`config.mk`:
```
export PLATFORM = sky130hd
export DESIGN_NAME = tt_um_priority_decoder
export DESIGN_NICKNAME = d
export VERILOG_FILES = /design/src/rtl/tt_um_priority_decoder.sv
export SDC_FILE = /design/constraint.sdc
export NUM_CORES = 1
export LEC_CHECK = 0
export BUFFER_PORTS_ARGS = -buffer_cell sky130_fd_sc_hd__buf_2
export CAP_MARGIN = 30
export CORE_MARGIN = 4
export CORE_UTILIZATION = 58
export CTS_CLUSTER_DIAMETER = 50
export DETAILED_ROUTE_END_ITERATION = 12
export PLACE_DENSITY = 0.82
export SLEW_MARGIN = 20
export SYNTH_ARGS = -nofsm -noshare
export SYNTH_HDL_FRONTEND = slang
export SYNTH_SLANG_ARGS = --single-unit
```
`constraint.sdc`:
```
create_clock -name clk -period 3.2 [get_ports clk]
set_input_delay 0.16 -clock clk [delete_from_list [all_inputs] [get_ports clk]]
set_output_delay 0.16 -clock clk [all_outputs]
set_load 0.005 [all_outputs]
```
`src/rtl/tt_um_priority_decoder.sv`:
```
// tt_um_priority_decoder: filtered, hold-time-limited decoder from 8-bit priority code to 16-bit one-hot.
// Define PRIO_DEC_ILLEGAL_FLAG_EN to drive 16'hFFFF for accepted illegal codes instead of ignoring them.
module tt_um_priority_decoder #(
  parameter int STABLE_CYCLES = 4,
  parameter int HOLD_CYCLES = 8
) (
  input  logic       clk,
  input  logic       rst_n,
  input  logic [7:0] ui_in,
  output logic [7:0] uo_out,
  input  logic [7:0] uio_in,
  output logic [7:0] uio_out,
  output logic [7:0] uio_oe,
  input  logic       ena
);
  localparam logic [0:0] IDLE = 1'b0;
  localparam logic [0:0] HOLD = 1'b1;

  logic [7:0]  s1, s2, cand;
  logic [3:0]  cnt;
  logic        acc;
  logic [15:0] pat, pend;
  logic        pend_v;
  logic [7:0]  hold;
  logic [0:0]  state;
  logic [15:0] cand_pat;
  logic        legal, accept, take, apply;
  logic        unused_ok;

  assign unused_ok = ^{uio_in, ena};
  assign uo_out    = pat[7:0];
  assign uio_out   = pat[15:8];
  assign uio_oe    = 8'hFF;

  always_comb begin
`ifdef PRIO_DEC_ILLEGAL_FLAG_EN
    legal    = 1'b1;
    cand_pat = (cand[7:4] == 4'h0) ? 16'h0001 << cand[3:0] : (cand == 8'hF0) ? 16'h0000 : 16'hFFFF;
`else
    legal    = (cand[7:4] == 4'h0) || (cand == 8'hF0);
    cand_pat = (cand[7:4] == 4'h0) ? 16'h0001 << cand[3:0] : 16'h0000;
`endif
    accept = (s2 == cand) && !acc && (cnt == 4'(STABLE_CYCLES - 1));
    // a code matching what is already driven is dropped, never queued
    take   = accept && legal && (cand_pat != pat);
    apply  = (state == IDLE) && (take || pend_v);
  end

  always_ff @(posedge clk) begin
    if (!rst_n) begin
      s1     <= 8'hF0;
      s2     <= 8'hF0;
      cand   <= 8'hF0;
      cnt    <= 4'd0;
      acc    <= 1'b1;
      pat    <= 16'h0000;
      pend   <= 16'h0000;
      pend_v <= 1'b0;
      hold   <= 8'd0;
      state  <= IDLE;
    end else begin
      s1 <= ui_in;
      s2 <= s1;
      if (s2 != cand) begin
        cand <= s2;
        cnt  <= 4'd0;
        acc  <= 1'b0;
      end else if (accept) begin
        acc <= 1'b1;
      end else if (!acc) begin
        cnt <= cnt + 4'd1;
      end
      // a fresh accept wins over an older pending entry
      if (apply) begin
        pat    <= take ? cand_pat : pend;
        pend_v <= 1'b0;
        hold   <= 8'(HOLD_CYCLES);
        state  <= (HOLD_CYCLES > 0) ? HOLD : IDLE;
      end else begin
        if (take) begin
          pend   <= cand_pat;
          pend_v <= 1'b1;
        end
        if (state == HOLD) begin
          hold <= hold - 8'd1;
          if (hold == 8'd1) state <= IDLE;
        end
      end
    end
  end
endmodule

```
# Yosys cells after proc, flatten, opt, wreduce, memory -nomap -nowiden
# Cells that the tools add are included.
# word_totals
input_bits	19
reg_bits	71
word_cells	47
# op_classes
n_reduce_logical	14
n_eq_ne	6
shift	1
muxes	9
n_bitwise	4
addsub	2
# op_table
op	count
two-way mux 16 bit	2
!= test 16 bit	1
left shift 1 x 4 -> 16 bit (first input constant)	1
== test 8 x 1 -> 1 bit (second input constant)	1
== test 8 bit	1
== test 8 bit (second input constant)	1
two-way mux 4 bit	2
!= test 8 bit	1
subtractor 8 x 1 -> 8 bit (second input constant)	1
logical AND 1 bit	5
two-way mux 1 bit	5
adder 4 x 1 -> 4 bit (second input constant)	1
== test 4 x 2 -> 1 bit (second input constant)	1
zero test 4 bit	1
NOT 1 bit	4
nonzero test 2 bit	2
OR reduction 2 bit	2
logical OR 1 bit	2
AND reduction 2 bit	1
zero test 1 bit	1

# Depth between registers and ports, before layout
# Gate-level depths: netlist (run 1).
# depth
word_depth	8
depth_mapped	11

# Worst setup path after synthesis (run 1)
# No wires, ideal clock.
# synth_timing
path_kind	register -> register
startpoint	register cand[7]
endpoint	register pat[10]
path_slack_ns	0.285
synth_period_minus_slack_ns	2.915
n_path_buf	2
t_arrival_ns	2.797
stages_incl_launch_ff	10
cell_sequence	dfxtp_1 or4_4 buf_6 or4_4 nor3b_2 o22ai_1 o41ai_4 nand2_4 buf_6 o2111a_1
# synth_between
elab_chain_cells	7
# synth_lines
element	line_no	rtl
from (decl)	19	logic [7:0] s1, s2, cand;
from (signal assigned)	53	cand <= 8'hF0;
from (signal assigned)	65	cand <= s2;
parallel branches: the longest is 7 deep, another holds two-way mux 16 bit	--	
to (signal assigned)	75	pat <= take ? cand_pat : pend;
to (decl)	22	logic [15:0] pat, pend;
# Several ways; the timed one is not identified.
# A chain may end at the register's enable or synchronous reset.

# Worst setup path in the final report (run 1)
# layout_timing
startpoint	register cand[7]
endpoint	register hold[3]
# layout_between
elab_chain_cells	8
# layout_lines
element	line_no	rtl
parallel branches: the longest is 4 deep, another holds two-way mux 16 bit	--	
logical AND 1 bit (*)	45	take = accept && legal && (cand_pat != pat);
logical OR 1 bit (*)	46	apply = (state == IDLE) && (take || pend_v);
logical AND 1 bit (*)	46	
two-way mux 4 bit / nonzero test 2 bit (equally long branches)	--	
to (signal assigned)	77	hold <= 8'(HOLD_CYCLES);
to (signal assigned)	85	hold <= hold - 8'd1;
to (decl)	24	logic [7:0] hold;
# Every way passes the cells marked *.

==> results of run 1 <==
-- flip-flops by register name (all words and copies together), names as in the netlist --
| signal | flops |
|---|---|
| cnt | 4 |
| pend | 16 |
| s1 | 8 |
| hold | 8 |
| pend_v | 1 |
| state | 1 |
| acc | 1 |
| pat | 16 |
| cand | 8 |
| s2 | 8 |
-- repair_timing --
item                       CTS  global route
hold endpoints to repair     5             0
hold buffers                 5             0
setup endpoints to repair    0             0
-- power groups by stage --
stage / Combinational, mW / Sequential (mW) / Clock (mW)
6_report: 0.0646 / 0.909 / 0.739
5_1_grt: 0.0720 / 0.911 / 0.790
4_1_cts: 0.0638 / 0.908 / 0.744
3_5_place_dp: 0.0580 / 0.929 / 0
3_3_place_gp: 0.0556 / 0.928 / 0
2_1_floorplan: 0.0527 / 0.923 / 0
-- layout make-up --
class                   instances  area [sq um]  area share
clock buffers                   9           124      0.0317
clock inverters                 7          78.8      0.0202
inverters                       9          33.8     0.00865
multi-input cells             300          1880       0.482
flip-flops and latches         71          1420       0.364
well taps                      75          93.8      0.0240
repair buffers                 43           273      0.0698
-- worst reg2reg max path, delay by kind of cell, from the launching register on --
kind | cells | cell delay (ns)
AOI/OAI and AO/OA | 2 | 0.83
and+or+nand+nor | 5 | 1.64
DFF | 1 | 0.35
-- worst paths after layout --
check / slack, ns / endpoint / depth (start not counted)
worst min-delay path: 0.01 / s1[2] / 2
worst max register to register: 0.22 / hold[3] / 7
worst max-delay path: 0.22 / hold[3] / 7
worst min register to register: 0.41 / s2[4] / 1
-- logic make-up after synthesis --
group           Yosys count  share of synthesized area
compound gates           83                      0.180
flops                    71                      0.405
mux                       2                    0.00606
other cells               1                    0.00107
buf+inv                  45                     0.0660
fa+ha+maj                 3                     0.0107
simple gates            189                      0.294
xor+xnor                 15                     0.0375
-- cells in the mapped netlist (2+ instances only) --
library cell	n	area, sq um
nor2_1	35	131
a32o_1	2	20.0
o41ai_4	2	55.1
or3_1	10	62.6
nand2b_1	13	81.3
nor2b_1	3	18.8
a211o_1	2	17.5
xnor2_1	4	35.0
nand3b_1	4	30.0
nand4_1	4	25.0
a31oi_1	2	12.5
dfxtp_1	71	1420
nor4_1	6	37.5
ha_1	3	37.5
o22ai_1	4	25.0
or3_2	7	52.6
or2_2	3	18.8
nor3_1	11	55.1
buf_6	4	45.0
xor2_1	11	96.3
nand2_1	33	124
clkbuf_1	21	78.8
and3_1	3	18.8
or4_1	2	15.0
o21ai_0	21	105
a21oi_1	21	105
buf_4	8	60.1
o211ai_1	2	15.0
or4_4	2	22.5
inv_1	8	30.0
nand3_1	26	130
and2_1	13	81.3
nor3b_1	6	45.0
o2111a_1	16	180
-- metal layers --
layer  part of all wire  global-route usage  routed length [um]  vias to the layer above
met5                  0                   0                   0                        -
met4              0.018              0.0863                 142                        0
met3              0.068              0.0653                 540                       13
met2               0.48               0.362                3790                       98
met1               0.43               0.292                3430                     1444
li1                   -                   -                   -                     1496
==> metrics, run 1 <==
status finished, final reports clean; min cycle time layout 2.98 ns; Max Slew Vio Count 0; I/O pins 43; cell area after synthesis 3510 sq um; CTS root buf clkbuf_8; antenna cells 0; crit-path cells or4_4 > or4_4 > nor3b_2 > o22ai_1 > o41a_2 > nor4_1 > nor4_1; post-route cell area approximately 3900 sq um; final WL between 7000 and 8000 um; Max H-tree Level 3; Overflow after GRT 0; Startpoint Class flop; Clock Path Buffers 2; Placed Cells around 490; CP max stage cell o41a_2; # DRC 0; Final Setup Violations 0; hold_ws roughly 0.012 ns; dpl hpwl between 5000 and 6000 um; Synth cell types 60; part of the power in registers 0.531; first-pass GRT wire length approximately 13000 um; worst slew pin tran roughly 0.8 ns; GP Congestion between 0.8 and 0.9; die width around 86 um; Pleak around 1.6 nW; Port-buffer cells 25; Crit path required time 3.40 ns; Hold Path Class in2reg; skew final between 0.01 and 0.015 ns; Fin. Hold Viols 0; fin cells between 500 and 600; Setup WS pre-CTS approximately 0.23 ns; CTS tree done; most frequent cells in the layout dfxtp_1, nor2_1, nand2_1; Worst Path Arrival ~3.2 ns; PwrDens approximately 440 nW/um^2; fin crit share 0.930; Setup Buffers After CTS 0; Vias per Instance ~5.9; CP endpoint kind flop; Setup WS post-layout 0.224 ns; Post-Syn Instances approximately 400; row count 28; P&R area growth vs syn 11.3%; #FFs+latches synth 71; maximum number of pins on one net before global-route repair between 50 and 60; initial antenna violation count 0; commonest non-fill, non-tap cell in the layout dfxtp_1; overall power 1.71 mW; Vias 3051; worst vdd ir about 0.32 mV; power share of the clock group 0.432; DIE AREA 7350 sq um; reg-to-reg startpoint cand[7]; clock latency at the later pin of the worst-skew pair 0.35 ns; max incr delay on CP around 0.69 ns; Die H 85.8 um; CTS clock-pin slew for the worst setup and hold paths roughly 0.090 ns; Power Internal about 1.3 mW; number of synthesized flops with an enable pin 0; Worst slew margin 0.466; Final Util 0.663; Starting Density 0.596; fmax 336 MHz; CP top delay family simple AND/OR/NAND/NOR gates; Num CTS Buffers 9; sw frac 0.244; Crit. Startpoint cand[7]; Max Cap Violations 0; placed instance area approximately 3700 sq um; ys flop type dfxtp_1; nets 456; worst-path maximum fanout 18; number of fill cells 475; RSZ-0062 raised after global routing false; worst hold start ui_in[2]; clk sink count 71; combinational power share 0.038; CP bufs+invs 0; sw power 0.417 mW; # resized after CTS 0; vias in the first global route between 2000 and 3000; drt pass-1 iters 6; post-synthesis sequential area ratio 0.405; Yosys warning total 0; Starting DRT DRC Count between 200 and 300; fraction of registers with async set/reset 0; mean post-synth cell area approximately 8.6 sq um; Antenna Nets Post-Route 0; crit path kind reg2reg; GRT Total Usage 0.227; final setup TNS 0 ns; layout cell share with drive strength beyond 1 0.173; Routed WL per cell 15.4 um; core area a little under 6000 sq um
No activity file was read; power rests on OpenSTA's default activity.
==> run 2: changes to the inputs <==
--- a/config.mk
+++ b/config.mk
@@ -11,7 +11,7 @@
 export CORE_UTILIZATION = 58
 export CTS_CLUSTER_DIAMETER = 50
 export DETAILED_ROUTE_END_ITERATION = 12
-export PLACE_DENSITY = 0.82
+export PLACE_DENSITY = 0.89
 export SLEW_MARGIN = 20
 export SYNTH_ARGS = -nofsm -noshare
 export SYNTH_HDL_FRONTEND = slang
==> constraint.sdc (replaced) <==
create_clock -name clk -period 3.2 [get_ports clk]
set_input_delay 0.32 -clock clk [delete_from_list [all_inputs] [get_ports clk]]
set_output_delay 0.32 -clock clk [all_outputs]
set_load 0.005 [all_outputs]
==> metrics, run 2 (synthesized netlist as in run 1, its figures left out) <==
GRT Total Usage 0.220 (was 0.227); initial antenna violation count 0 (unchanged); Hold Buf Count CTS 0 (was 5); CTS tree done (unchanged); top flop regs pat (16), pend (16) (unchanged); Final Util 0.651 (was 0.663); Hold Path Class in2reg (unchanged); I/O pins 43 (unchanged); RSZ-0062 raised after global routing false (unchanged); clk sink count 71 (unchanged); Crit path required time 3.41 ns (was 3.40 ns); commonest non-fill, non-tap cell in the layout dfxtp_1 (unchanged); min cycle time layout 2.99 ns (was 2.98 ns); # DRC 0 (unchanged); r2r setup slk 0.21 ns (was 0.22 ns); Antenna Nets Post-Route 0 (unchanged); Setup Buffers After CTS 0 (unchanged); final setup TNS 0 ns (unchanged); GP Congestion 0.855 (was 0.846); CTS root buf clkbuf_8 (unchanged); P&R area growth vs syn 9.20% (was 11.3%); Die H 85.8 um (unchanged); Overflow after GRT 0 (unchanged); Routed WL per cell 14.9 um (was 15.4 um); Worst Path Arrival 3.19 ns (was 3.17 ns); Starting DRT DRC Count 319 (was 277); # resized after CTS 0 (unchanged); PwrDens 428 nW/um^2 (was 438 nW/um^2); fin crit share 0.933 (was 0.930); fmax 335 MHz (was 336 MHz); post-route cell area 3830 sq um (was 3910 sq um); DIE AREA 7350 sq um (unchanged); worst-path maximum fanout 18 (unchanged); number of fill cells 497 (was 475); dpl hpwl 5030 um (was 5110 um); Max Slew Vio Count 0 (unchanged); core area 5890 sq um (unchanged); worst vdd ir 0.321 mV (was 0.315 mV); status finished, final reports clean (unchanged); Startpoint Class flop (unchanged); Max Cap Violations 0 (unchanged); most frequent cells in the layout dfxtp_1, nor2_1, nand2_1 (unchanged); Port-buffer cells 25 (unchanged); layout cell share with drive strength beyond 1 0.173 (about the same); area occupied by multi-input gates 1880 sq um (unchanged); antenna cells 0 (unchanged); skew final 0.0106 ns (was 0.0129 ns); Num CTS Buffers 9 (unchanged); Pleak 1.52 nW (was 1.56 nW); Vias 3058 (was 3051); final WL 7580 um (was 7900 um); clock latency at the later pin of the worst-skew pair 0.36 ns (was 0.35 ns); CP endpoint kind flop (unchanged); row count 28 (unchanged); die width 85.8 um (unchanged); hold_ws 0.139 ns (was 0.0120 ns); crit path kind reg2reg (unchanged); worst slew pin tran 0.746 ns (was 0.800 ns); Clock Path Buffers 2 (unchanged); Fin. Hold Viols 0 (unchanged); CTS clock-pin slew for the worst setup and hold paths 0.09 ns (about the same); nets 450 (was 456); maximum number of pins on one net before global-route repair 54 (unchanged); Worst slew margin 0.502 (was 0.466); register area 1420 sq um (unchanged); placed instance area 3640 sq um (was 3650 sq um); Final Setup Violations 0 (unchanged); Max H-tree Level 3 (unchanged); Starting Density 0.596 (unchanged); vias in the first global route 2914 (was 2842); first-pass GRT wire length 13000 um (was 13400 um); drt pass-1 iters 6 (unchanged); Vias per Instance 6.02 (was 5.94)
## run 2: where the power goes
group | internal [mW] | leakage [nW] | switching [mW]
clock | 0.296 | 0.0888 | 0.380
combinational | 0.0236 | 0.858 | 0.0323
sequential | 0.897 | 0.577 | 0.0120
total | 1.22 | 1.52 | 0.424
## run 2: metal layers
| metal | up-vias | track usage | wire length, um |
|---|---|---|---|
| met5 | - | 0 | 0 |
| met4 | 0 | 0.115 | 172 |
| met3 | 20 | 0.0567 | 525 |
| met2 | 115 | 0.345 | 3680 |
| met1 | 1433 | 0.277 | 3210 |
| li1 | 1490 | - | - |
## run 2: path summary, 6_finish.rpt
path             from  endpoint  cells past startpoint
max           cand[7]   hold[3]                      7
min          ui_in[4]     s1[4]                      2
max reg2reg   cand[7]   hold[3]                      7
min reg2reg     s1[4]     s2[4]                      1
## run 2: layout make-up
class	count	share of cell area
flip-flops and latches	71	0.371
inverters	9	0.00882
clock inverters	7	0.0160
multi-input cells	300	0.491
clock buffers	9	0.0323
well taps	75	0.0245
repair buffers	37	0.0562
## run 2: stage by stage
stage	setup slack, ns	cells	power [mW]
CTS	0.200	508	1.65
global placement	0.293	492	0.982
finish	0.213	508	1.64
detailed placement	0.215	492	0.985
global route	0.0618	508	1.70
floorplan	0.285	416	0.976
## run 2: worst max-delay path, stage by stage, from the launching register on
cell and delay [ns]:
dfxtp_1 0.36, or4_4 0.62, or4_4 0.53, nor3b_2 0.19, o22ai_1 0.14, o41a_2 0.68, nor4_1 0.24, nor4_1 0.09
==> run 3: changes to the inputs <==
--- a/config.mk
+++ b/config.mk
@@ -7,7 +7,6 @@
 export LEC_CHECK = 0
 export BUFFER_PORTS_ARGS = -buffer_cell sky130_fd_sc_hd__buf_2
 export CAP_MARGIN = 30
-export CORE_MARGIN = 4
 export CORE_UTILIZATION = 58
 export CTS_CLUSTER_DIAMETER = 50
 export DETAILED_ROUTE_END_ITERATION = 12
==> metrics, run 3 (synthesized netlist as in run 1, its figures left out) <==
status finished, final reports clean (unchanged); Worst slew margin 0.496 (was 0.502); Vias per Instance 6.07 (was 6.02); Max Slew Vio Count 0 (unchanged); drt pass-1 iters 5 (was 6); Die H 79.8 um (was 85.8 um); fin crit share 0.938 (was 0.933); Overflow after GRT 0 (unchanged); skew final 0.0109 ns (was 0.0106 ns); min cycle time layout 3.00 ns (was 2.99 ns); RSZ-0062 raised after global routing false (unchanged); CP bufs+invs 1 (was 0); Fin. Hold Viols 0 (unchanged); maximum number of pins on one net before global-route repair 49 (was 54); dpl hpwl 5030 um (about the same); Num CTS Buffers 9 (unchanged); nets 451 (was 450); metal3 WL 518 um (was 525 um); first-pass GRT wire length 12600 um (was 13000 um); P&R area growth vs syn 9.31% (was 9.20%); antenna cells 0 (unchanged); CP max stage cell or4_4 (was o41a_2); Routed WL per cell 15.3 um (was 14.9 um); Max Cap Violations 0 (unchanged); layout cell share with drive strength beyond 1 0.175 (was 0.173); initial antenna violation count 0 (unchanged); CTS tree done (unchanged); fmax 333 MHz (was 335 MHz); Final Setup Violations 0 (unchanged); Crit. Startpoint cand[7] (unchanged); Vias 3070 (was 3058); final setup TNS 0 ns (unchanged); Starting Density 0.618 (was 0.596); Port-buffer cells 25 (unchanged); Worst Path Arrival 3.28 ns (was 3.19 ns); die width 79.8 um (was 85.8 um); # DRC 0 (unchanged); Final Util 0.675 (was 0.651); clk sink count 71 (unchanged); worst slew pin tran 0.755 ns (was 0.746 ns); final WL 7740 um (was 7580 um); top sig layer met4 (unchanged); commonest non-fill, non-tap cell in the layout dfxtp_1 (unchanged); row count 27 (was 28); Max H-tree Level 3 (unchanged); worst hold start ui_in[4] (unchanged); reg-to-reg startpoint cand[7] (unchanged); CP top delay family simple AND/OR/NAND/NOR gates (unchanged); GP Congestion 0.836 (was 0.855); CP endpoint kind flop (unchanged); core area 5680 sq um (was 5890 sq um); Crit path required time 3.47 ns (was 3.41 ns); clock latency at the later pin of the worst-skew pair 0.36 ns (about the same); met2 wire len 3650 um (was 3680 um); DIE AREA 6360 sq um (was 7350 sq um); max incr delay on CP 0.61 ns (was 0.68 ns); Clock Path Buffers 2 (unchanged); Hold Path Class in2reg (unchanged); Antenna Nets Post-Route 0 (unchanged); worst-path maximum fanout 15 (was 18); most frequent cells in the layout dfxtp_1, nor2_1, nand2_1 (unchanged); Starting DRT DRC Count 283 (was 319); Setup Buffers After CTS 0 (unchanged); I/O pins 43 (unchanged); crit-path cells or4_4 > or4_1 > a21oi_1 > o22ai_1 > o41ai_4 > buf_4 > a21oi_2 > nor3_1 (was or4_4 > or4_4 > nor3b_2 > o22ai_1 > o41a_2 > nor4_1 > nor4_1); overall power 1.65 mW (was 1.64 mW); CTS root buf clkbuf_8 (unchanged); vias in the first global route 2787 (was 2914); GRT Total Usage 0.259 (was 0.220); Hold Buf Count CTS 0 (unchanged); Startpoint Class flop (unchanged); Routed met1 length 3400 um (was 3210 um); crit path kind reg2reg (unchanged); Pleak 1.53 nW (was 1.52 nW); PwrDens 431 nW/um^2 (was 428 nW/um^2); # resized after CTS 0 (unchanged); CTS clock-pin slew for the worst setup and hold paths 0.09 ns (about the same); worst vdd ir 0.449 mV (was 0.321 mV); top flop regs pat (16), pend (16) (unchanged)
[run 3: changes by cell type in the layout (fill, tap and decap cells not counted)]
cell      change
inv_6         +1
buf_4         +1
clkinv_4      -1
[run 3: worst paths after layout]
kind | slack, ns | endpoint | cells after the start
max | 0.20 | hold[5] | 8
min | 0.13 | s1[4] | 2
max reg2reg | 0.20 | hold[5] | 8
min reg2reg | 0.40 | s2[5] | 1
[run 3: cell type report]
cell class | count | area (sq um)
sequential | 71 | 1420
timing repair buffer | 38 | 223
fill | 466 | 1840
inverter | 9 | 33.8
clock buffer | 9 | 124
multi-input combinational | 300 | 1880
clock inverter | 7 | 61.3
tap | 72 | 90.1
[run 3: metal layers]
| metal | track usage | up-vias |
|---|---|---|
| li1 | - | 1495 |
| met1 | 0.322 | 1440 |
| met2 | 0.411 | 110 |
| met3 | 0.0823 | 25 |
| met4 | 0.107 | 0 |
| met5 | 0 | - |
[run 3: worst register-to-register path, stage by stage, from the launching register on]
cell,delay [ns]
dfxtp_1,0.35
or4_4,0.61
or4_1,0.53
a21oi_1,0.19
o22ai_1,0.17
o41ai_4,0.50
buf_4,0.28
a21oi_2,0.11
nor3_1,0.19
[run 3: report_power, final]
| part | switching [mW] | internal, mW | total [mW] |
|---|---|---|---|
| combinational | 0.0330 | 0.0240 | 0.0570 |
| clock | 0.391 | 0.297 | 0.688 |
| sequential | 0.0124 | 0.897 | 0.909 |
| total | 0.436 | 1.22 | 1.65 |
[run 3: stage by stage]
step / instance area (sq um) / instances / setup slack (ns) / hold WS [ns]
6_report: 3830 / 506 / 0.197 / 0.132
5_1_grt: 3830 / 506 / 0.0515 / 0.121
4_1_cts: 3830 / 506 / 0.203 / 0.126
3_5_place_dp: 3650 / 490 / 0.215 / 0.392
3_3_place_gp: 3650 / 490 / 0.263 / 0.389
2_1_floorplan: 3530 / 416 / 0.285 / 0.386
